## config.mk

```make
export PLATFORM = sky130hd
export DESIGN_NAME = demux4_buffered_flat
export DESIGN_NICKNAME = d
export VERILOG_FILES = /design/src/rtl/demux4_buffered_if.sv /design/src/rtl/demux4_buffered.sv /design/src/flat_wrapper.sv
export SDC_FILE = /design/constraint.sdc
export NUM_CORES = 1
export LEC_CHECK = 0
export ABC_CLOCK_PERIOD_IN_PS = 5800
export CORE_MARGIN = 4
export CORE_UTILIZATION = 47
export DETAILED_ROUTE_END_ITERATION = 8
export PLACE_DENSITY = 0.83
export SYNTH_ARGS = -nofsm -noshare
export SYNTH_HDL_FRONTEND = slang
export SYNTH_SLANG_ARGS = --single-unit
```

## constraint.sdc

```tcl
create_clock -name clk -period 5.8 [get_ports clk]
set_input_delay 1.74 -clock clk [delete_from_list [all_inputs] [get_ports clk]]
set_output_delay 1.74 -clock clk [all_outputs]
set_load 0.03 [all_outputs]
```

## src/rtl/demux4_buffered_if.sv

```systemverilog
// Handshake bundle for demux4_buffered: one producer stream,
// four buffered consumer channels and debug counters.
interface demux4_buffered_if #(
    parameter int WIDTH = 32,
    parameter int CNT_W = 8
);
    logic [1:0]       control;
    logic [WIDTH-1:0] in_data;
    logic             in_valid;
    logic             in_ready;

    logic [WIDTH-1:0] outA_data;
    logic [WIDTH-1:0] outB_data;
    logic [WIDTH-1:0] outC_data;
    logic [WIDTH-1:0] outD_data;
    logic             outA_valid;
    logic             outB_valid;
    logic             outC_valid;
    logic             outD_valid;
    logic             outA_ready;
    logic             outB_ready;
    logic             outC_ready;
    logic             outD_ready;

    logic [CNT_W-1:0] cntA;
    logic [CNT_W-1:0] cntB;
    logic [CNT_W-1:0] cntC;
    logic [CNT_W-1:0] cntD;

    modport master (
        output control, in_data, in_valid,
        output outA_ready, outB_ready, outC_ready, outD_ready,
        input  in_ready,
        input  outA_data, outB_data, outC_data, outD_data,
        input  outA_valid, outB_valid, outC_valid, outD_valid,
        input  cntA, cntB, cntC, cntD
    );

    modport slave (
        input  control, in_data, in_valid,
        input  outA_ready, outB_ready, outC_ready, outD_ready,
        output in_ready,
        output outA_data, outB_data, outC_data, outD_data,
        output outA_valid, outB_valid, outC_valid, outD_valid,
        output cntA, cntB, cntC, cntD
    );
endinterface

```

## src/rtl/demux4_buffered.sv

```systemverilog
// 1-to-4 registered demux: steers each accepted word into one of
// four single-entry buffers and counts delivered words per channel.
module demux4_buffered #(
    parameter int WIDTH = 32,
    parameter int CNT_W = 8
) (
    input logic               clk,
    input logic               rst_n,
    demux4_buffered_if.slave  bus
);
    logic [3:0]       v;
    logic [WIDTH-1:0] d   [4];
    logic [CNT_W-1:0] cnt [4];
    logic [3:0]       rdy;
    logic             v_sel;
    logic             r_sel;
    logic             acc;

    assign rdy = {bus.outD_ready, bus.outC_ready,
                  bus.outB_ready, bus.outA_ready};

    always_comb begin
        v_sel = 1'b0;
        r_sel = 1'b0;
        case (bus.control)
            2'd0: begin v_sel = v[0]; r_sel = rdy[0]; end
            2'd1: begin v_sel = v[1]; r_sel = rdy[1]; end
            2'd2: begin v_sel = v[2]; r_sel = rdy[2]; end
            2'd3: begin v_sel = v[3]; r_sel = rdy[3]; end
            default: begin v_sel = 1'b0; r_sel = 1'b0; end
        endcase
    end

    // Only the selected channel can stall the producer.
    assign bus.in_ready = rst_n & (~v_sel | r_sel);
    assign acc = bus.in_valid & bus.in_ready;

    always_ff @(posedge clk) begin
        if (!rst_n) begin
            v <= '0;
            for (int i = 0; i < 4; i++) begin
                d[i]   <= '0;
                cnt[i] <= '0;
            end
        end else begin
            for (int i = 0; i < 4; i++) begin
                if (acc && bus.control == 2'(i)) begin
                    d[i] <= bus.in_data;
                    v[i] <= 1'b1;
                end else if (v[i] && rdy[i]) begin
                    v[i] <= 1'b0;
                end
                if (v[i] && rdy[i])
                    cnt[i] <= cnt[i] + 1'b1;
            end
        end
    end

    assign bus.outA_data  = d[0];
    assign bus.outB_data  = d[1];
    assign bus.outC_data  = d[2];
    assign bus.outD_data  = d[3];
    assign bus.outA_valid = v[0];
    assign bus.outB_valid = v[1];
    assign bus.outC_valid = v[2];
    assign bus.outD_valid = v[3];
    assign bus.cntA       = cnt[0];
    assign bus.cntB       = cnt[1];
    assign bus.cntC       = cnt[2];
    assign bus.cntD       = cnt[3];
endmodule

```

## src/flat_wrapper.sv

```systemverilog
// flat-port wrapper written by rule: the top's interface ports become plain ports
module demux4_buffered_flat 
#(
    parameter int WIDTH = 32,
    parameter int CNT_W = 8
)
  (clk, rst_n, bus_control, bus_in_data, bus_in_valid, bus_outA_ready, bus_outB_ready, bus_outC_ready, bus_outD_ready, bus_in_ready, bus_outA_data, bus_outB_data, bus_outC_data, bus_outD_data, bus_outA_valid, bus_outB_valid, bus_outC_valid, bus_outD_valid, bus_cntA, bus_cntB, bus_cntC, bus_cntD);
  demux4_buffered_if #(.WIDTH(WIDTH), .CNT_W(CNT_W)) bus_i ();
  input logic clk;
  input logic rst_n;
  input wire logic [$bits(bus_i.control)-1:0] bus_control;
  input wire logic [$bits(bus_i.in_data)-1:0] bus_in_data;
  input wire logic [$bits(bus_i.in_valid)-1:0] bus_in_valid;
  input wire logic [$bits(bus_i.outA_ready)-1:0] bus_outA_ready;
  input wire logic [$bits(bus_i.outB_ready)-1:0] bus_outB_ready;
  input wire logic [$bits(bus_i.outC_ready)-1:0] bus_outC_ready;
  input wire logic [$bits(bus_i.outD_ready)-1:0] bus_outD_ready;
  output wire logic [$bits(bus_i.in_ready)-1:0] bus_in_ready;
  output wire logic [$bits(bus_i.outA_data)-1:0] bus_outA_data;
  output wire logic [$bits(bus_i.outB_data)-1:0] bus_outB_data;
  output wire logic [$bits(bus_i.outC_data)-1:0] bus_outC_data;
  output wire logic [$bits(bus_i.outD_data)-1:0] bus_outD_data;
  output wire logic [$bits(bus_i.outA_valid)-1:0] bus_outA_valid;
  output wire logic [$bits(bus_i.outB_valid)-1:0] bus_outB_valid;
  output wire logic [$bits(bus_i.outC_valid)-1:0] bus_outC_valid;
  output wire logic [$bits(bus_i.outD_valid)-1:0] bus_outD_valid;
  output wire logic [$bits(bus_i.cntA)-1:0] bus_cntA;
  output wire logic [$bits(bus_i.cntB)-1:0] bus_cntB;
  output wire logic [$bits(bus_i.cntC)-1:0] bus_cntC;
  output wire logic [$bits(bus_i.cntD)-1:0] bus_cntD;
  assign bus_i.control = bus_control;
  assign bus_i.in_data = bus_in_data;
  assign bus_i.in_valid = bus_in_valid;
  assign bus_i.outA_ready = bus_outA_ready;
  assign bus_i.outB_ready = bus_outB_ready;
  assign bus_i.outC_ready = bus_outC_ready;
  assign bus_i.outD_ready = bus_outD_ready;
  assign bus_in_ready = bus_i.in_ready;
  assign bus_outA_data = bus_i.outA_data;
  assign bus_outB_data = bus_i.outB_data;
  assign bus_outC_data = bus_i.outC_data;
  assign bus_outD_data = bus_i.outD_data;
  assign bus_outA_valid = bus_i.outA_valid;
  assign bus_outB_valid = bus_i.outB_valid;
  assign bus_outC_valid = bus_i.outC_valid;
  assign bus_outD_valid = bus_i.outD_valid;
  assign bus_cntA = bus_i.cntA;
  assign bus_cntB = bus_i.cntB;
  assign bus_cntC = bus_i.cntC;
  assign bus_cntD = bus_i.cntD;
  demux4_buffered #(.WIDTH(WIDTH), .CNT_W(CNT_W)) u_core (.clk(clk), .rst_n(rst_n), .bus(bus_i));
endmodule
```

==> results of run 1 <==
-- synthesized netlist by cell type (4+ instances only) --
cell type	number	area share, %
a21oi_1	12	0.91
and2_1	132	13
buf_2	4	0.30
clkbuf_1	8	0.46
dfxtp_1	4	1.2
edfxtp_1	160	73
ha_1	4	0.76
inv_1	4	0.23
nand2_1	17	0.97
nand2b_1	6	0.57
nand3_1	20	1.5
nand4_1	4	0.38
nor2_1	17	0.97
nor2b_1	4	0.38
o21ai_0	14	1.1
or3_1	12	1.1
xnor2_1	5	0.66
xor2_1	7	0.93
-- worst min path at each step --
stage / startpoint / end / slack [ns] / cells past startpoint
after floorplan: u_core.v[1] / u_core.v[1] / 0.66 / 2
after global placement: u_core.v[1] / u_core.v[1] / 0.56 / 2
after detailed placement: u_core.v[1] / u_core.v[1] / 0.57 / 2
after CTS: u_core.v[1] / u_core.v[1] / 0.58 / 2
after global routing: u_core.v[1] / u_core.v[1] / 0.62 / 2
final: u_core.v[1] / u_core.v[1] / 0.59 / 2
-- layer usage --
layer,GRT usage (%),share of wire (%)
met1,24.0,40
met2,32.5,50
met3,5.73,7.6
met4,7.57,2.3
met5,0,0
-- registers in the layout, indices dropped and copies added (netlist names) --
signal / count
u_core.cnt: 32
u_core.d: 128
u_core.v: 4
-- cells by family (layout without fill, tap and decap cells) --
logic type,after synthesis,in the layout,share of synthesized area [%]
AOI/OAI and AO/OA,31,31,2.54
muxes,1,1,0.152
adders and majority gates,4,4,0.759
DFF,164,164,74.1
buffers and inverters,19,244,1.33
xor gates and xnor gates,12,12,1.59
and+or+nand+nor,221,221,19.6
-- power breakdown --
group          total (mW)  switching (mW)  internal (mW)
registers            1.38          0.0269           1.36
clock network        1.11           0.439          0.674
logic               0.318           0.192          0.126
total                2.81           0.658           2.16
-- worst reg2reg max path: stages (launching register included) --
cell	delay (ns)
dfxtp_1	0.34
nor2b_1	0.19
nor3_4	0.16
buf_4	0.34
nand2b_2	0.76
-- metrics by stage --
step	std cells	util [%]	power, mW	instance area, um2	worst slack, ns
2_1_floorplan	452	-	1.56	6600	0.971
3_3_place_gp	825	64.0	1.72	8850	0.503
3_5_place_dp	825	64.0	1.73	8850	0.443
4_1_cts	857	68.3	2.84	9440	0.447
5_1_grt	857	68.3	2.92	9440	0.406
6_report	857	68.3	2.81	9440	0.464
-- cell type report --
| cell class | instances | area (um2) | share of cell area, % |
|---|---|---|---|
| Inverter | 4 | 15.0 | 0.159 |
| Clock buffer | 18 | 429 | 4.54 |
| Sequential cell | 164 | 4880 | 51.7 |
| Multi-Input combinational cell | 269 | 1650 | 17.5 |
| Clock inverter | 14 | 160 | 1.70 |
| Tap cell | 180 | 225 | 2.39 |
| Timing Repair Buffer | 208 | 2070 | 22.0 |
==> run_results.csv, run 1 <==
group,metric,value,unit
power_and_ir_drop,ir_drop,204,uV
synthesis,ys_warn_count,0,
critical_path,worst-path-buf-inv,2,
power_and_ir_drop,power_per_cell_area,298,nW/um2
floorplan,start_util,47.7,%
clocking,cts_tree,"yes",
final_layout,syn_to_final_growth,43.2,%
synthesis,avgSynthCellArea,14.6,um2
critical_path,crit_type,"primary input to output port",
hold_path,hold_path.class,"register to register",
critical_path,max_stage_delay,0.74,ns
final_layout,final_net_count,709,
synthesis,synthCells,452,
sta,rsz0062_at_grt,"no",
sta,timing.hold.ws,0.589,ns
global_routing,antenna_found_initial,0,
floorplan,rows,43,
routing,drtPass1Iterations,5,
clocking,ctsResizeCount,0,
global_routing,grt_pass1_wl,23800,um
critical_path,crit_chain,"clkdlybuf4s50_1 > mux2i_1 > a211oi_1 > clkdlybuf4s50_1",
critical_path,required,4.06,ns
global_routing,grt_pass1_vias,4346,
global_routing,overflow,0,
critical_path,r2r_cells,4,
floorplan,die_h,126,um
placement,gp_congestion,0.806,
clocking,clk_pin_slew,0.07,ns
floorplan,die_area,16000,um2
sta,setup_violations,0,
routing,viasPerCell,4.98,
clocking,post_cts_buffers,0,
sta,fin_skew,0.0106,ns
critical_path,critPathLaunch,"bus_control[0]",
power_and_ir_drop,power.leakage,3.43,nW
global_routing,grt_start_max_net_pins,34,
clocking,cts_hold_buf,0,
placement,port_buffers,205,
final_layout,layout_common_cells,"205 x clkdlybuf4s50_1, 160 x edfxtp_1, 132 x and2_1",
critical_path,worst_setup_path_start_kind,"primary input",
final_layout,nFillCells,955,
routing,wire_per_inst,18.0,um
synthesis,synth-seq-area-share,74.1,%
synthesis,async_reset_ff_share,0,%
sta,period_minus_slack,5.34,ns
critical_path,cp_max_fo,7,
floorplan,die_x,126,um
clocking,clk_path_buf_depth,2,
sta,clock.fmax,0.187,GHz
synthesis,ys_types,29,
floorplan,core_area,13800,um2
sta,fin_setup_tns,0,ns
clocking,clock_sinks,164,
critical_path,cp.arrival,3.60,ns
final_layout,antenna_cells,0,
final_layout,final_common_cell,"clkdlybuf4s50_1",
routing,drtIter0Drc,259,
routing,vias,4267,
synthesis,synth_ff_type,"edfxtp_1",
sta,tightest_slew,1.24,ns
clocking,htreeDepth,4,
placement,dp.final_hpwl,10300,um
final_layout,drive_above_1_share,5.32,%
critical_path,end_kind,"output port",
critical_path,crit_top_cell,"clkdlybuf4s50_1",
clocking,ctsRootBufferMaster,"clkbuf_16",
job,cap_viol_max_count,0,
routing,drc_errors,0,
critical_path,path_depth,4,
outcome,status,"finished clean",
clocking,insertion_delay,0.42,ns
synthesis,synth_seq_cells,164,
critical_path,rrSetupSlack,3.62,ns
routing,wl,15400,um
sta,max_slew_margin,17.5,%
routing,drtAntennaViolNets,0,
critical_path,reg2reg_from,"u_core.v[0]",
critical_path,endpoint,"bus_in_ready",
synthesis,netlist_area,6600,um2
synthesis,synth_edf_count,160,
critical_path,cp_slowest_cell,"clkdlybuf4s50_1",
critical_path,cp_top_family,"buffers and inverters",
sta,post-route-period-util,92.0,%
sta,drv_slew,0,
sta,hold_viol_final,0,
floorplan,pin_count,206,
clocking,numCtsBuffers,17,
global_routing,groute.usage.overall,19.5,%
critical_path,r2r-end,"u_core.d[0][30]",
synthesis,synth_nets,497,
Note: power is estimated with default switching activity, not from simulation.
==> run 2: changes to the inputs <==
--- a/config.mk
+++ b/config.mk
@@ -6,6 +6,8 @@
 export NUM_CORES = 1
 export LEC_CHECK = 0
 export ABC_CLOCK_PERIOD_IN_PS = 5800
+export CAP_MARGIN = 30
+export CORE_ASPECT_RATIO = 0.7
 export CORE_MARGIN = 4
 export CORE_UTILIZATION = 47
 export DETAILED_ROUTE_END_ITERATION = 8
==> run_results.csv, run 2 (synthesis gave the netlist of run 1 again) <==
group,metric,value,unit
floorplan,rows,35,
clocking,insertion_delay,0.41,ns
floorplan,die_h,107,um
global_routing,grt_pass1_wl,25800,um
sta,post-route-period-util,91.8,%
floorplan,die_x,150,um
power_and_ir_drop,swShare,25.5,%
global_routing,antenna_found_initial,0,
placement,gp_congestion,0.808,
global_routing,grt_util_met1,25.4,%
global_routing,grt_pass1_vias,4681,
global_routing,met3_usage,9.08,%
power_and_ir_drop,p_int,2.04,mW
floorplan,die_area,16000,um2
sta,tightest_slew,0.953,ns
global_routing,top_usage_layer,"met2",
clocking,clk_path_buf_depth,2,
power_and_ir_drop,power.leakage,3.44,nW
global_routing,groute.usage.overall,21.3,%
routing,wl,17000,um
final_layout,nFillCells,913,
clocking,cts_tree,"yes",
critical_path,worst_setup_path_start_kind,"primary input",
power_and_ir_drop,power_per_cell_area,288,nW/um2
sta,hold_viol_final,0,
clocking,ctsResizeCount,0,
sta,setup_violations,0,
clocking,cts_hold_buf,0,
placement,place_ws,0.501,ns
sta,fin_skew,0.0175,ns
job,cap_viol_max_count,0,
clocking,ctsRootBufferMaster,"clkbuf_16",
power_and_ir_drop,total_power,2.73,mW
routing,viasPerCell,5.18,
routing,drtAntennaViolNets,0,
final_layout,drive_above_1_share,5.89,%
critical_path,crit_type,"primary input to output port",
final_layout,layout_common_cells,"205 x clkdlybuf4s50_1, 160 x edfxtp_1, 132 x and2_1",
sta,fin_ws,0.474,ns
outcome,status,"finished clean",
placement,port_buffers,205,
clocking,htreeDepth,4,
final_layout,syn_to_final_growth,43.7,%
sta,timing.hold.ws,0.574,ns
floorplan,core_area,13400,um2
final_layout,reg_top3,"u_core.d (128), u_core.cnt (32), u_core.v (4)",
critical_path,required,4.06,ns
sta,period_minus_slack,5.33,ns
global_routing,use_met2,35.9,%
sta,drv_slew,0,
clocking,post_cts_buffers,0,
floorplan,start_util,49.1,%
routing,drtIter0Drc,267,
final_layout,final_common_cell,"clkdlybuf4s50_1",
sta,max_slew_margin,36.3,%
final_layout,antenna_cells,0,
routing,vias,4477,
power_and_ir_drop,p_switching,696,uW
hold_path,hold_path.class,"register to register",
power_and_ir_drop,ir_drop,227,uV
routing,drtPass1Iterations,5,
sta,fin_setup_tns,0,ns
critical_path,end_kind,"output port",
power_and_ir_drop,p_clk_share,37.4,%
clocking,numCtsBuffers,17,
placement,postPlaceCellArea,8950,um2
global_routing,grt_start_max_net_pins,34,
final_layout,largest_register,"u_core.d",
final_layout,final_net_count,712,
floorplan,pin_count,206,
critical_path,cp.arrival,3.59,ns
final_layout,largest_reg_flops,128,
clocking,clock_sinks,164,
clocking,clk_pin_slew,0.07,ns
global_routing,overflow,0,
sta,clock.fmax,0.188,GHz
routing,wire_per_inst,19.7,um
critical_path,cp_max_fo,12,
power_and_ir_drop,p_seq_share,50.6,%
sta,rsz0062_at_grt,"no",
placement,dp.final_hpwl,11900,um
power_and_ir_drop,combPwrFrac,12.0,%
final_layout,stdcell_area,9480,um2
routing,drc_errors,0,
## run 2: per-stage QoR
| step | util, % | std cells |
|---|---|---|
| 6_report | 70.5 | 864 |
| 5_1_grt | 70.5 | 864 |
| 4_1_cts | 70.5 | 864 |
| 3_5_place_dp | 66.6 | 833 |
| 3_3_place_gp | 65.8 | 829 |
| 2_1_floorplan | - | 452 |
## run 2: critical path, stage by stage
cell	delay, ns
clkdlybuf4s50_1	0.68
nand2b_1	0.15
o21ai_0	0.08
a211oi_1	0.22
clkdlybuf4s50_1	0.71
## run 2: power by group through the flow
| stage | combinational, mW | sequential, mW | clock [mW] |
|---|---|---|---|
| final | 0.328 | 1.38 | 1.02 |
| after global routing | 0.345 | 1.39 | 1.09 |
| after CTS | 0.331 | 1.38 | 1.03 |
| after detailed placement | 0.330 | 1.41 | 0 |
| after global placement | 0.319 | 1.41 | 0 |
| after floorplan | 0.0526 | 1.51 | 0 |
## run 2: layout make-up
class	instances	area [um2]	area share [%]
multi-input cells	269	1650	17.5
repair buffers	211	2160	22.8
clock buffers	18	429	4.53
inverters	4	15.0	0.158
clock inverters	13	98.8	1.04
well taps	185	231	2.44
flip-flops and latches	164	4880	51.5
## run 2: worst paths after layout
check                    to           start  cells past startpoint  slack (ns)
min             u_core.v[1]     u_core.v[1]                      2        0.57
min reg2reg     u_core.v[1]     u_core.v[1]                      2        0.57
max            bus_in_ready  bus_control[1]                      5        0.47
max reg2reg  u_core.d[0][1]     u_core.v[0]                      4        3.55
## run 2: metal layers
| layer | up-vias | part of all wire (%) | routed length [um] |
|---|---|---|---|
| met5 | - | 0 | 0 |
| met4 | 0 | 1.3 | 227 |
| met3 | 21 | 11 | 1900 |
| met2 | 213 | 48 | 8190 |
| met1 | 2198 | 40 | 6730 |
| li1 | 2045 | - | - |
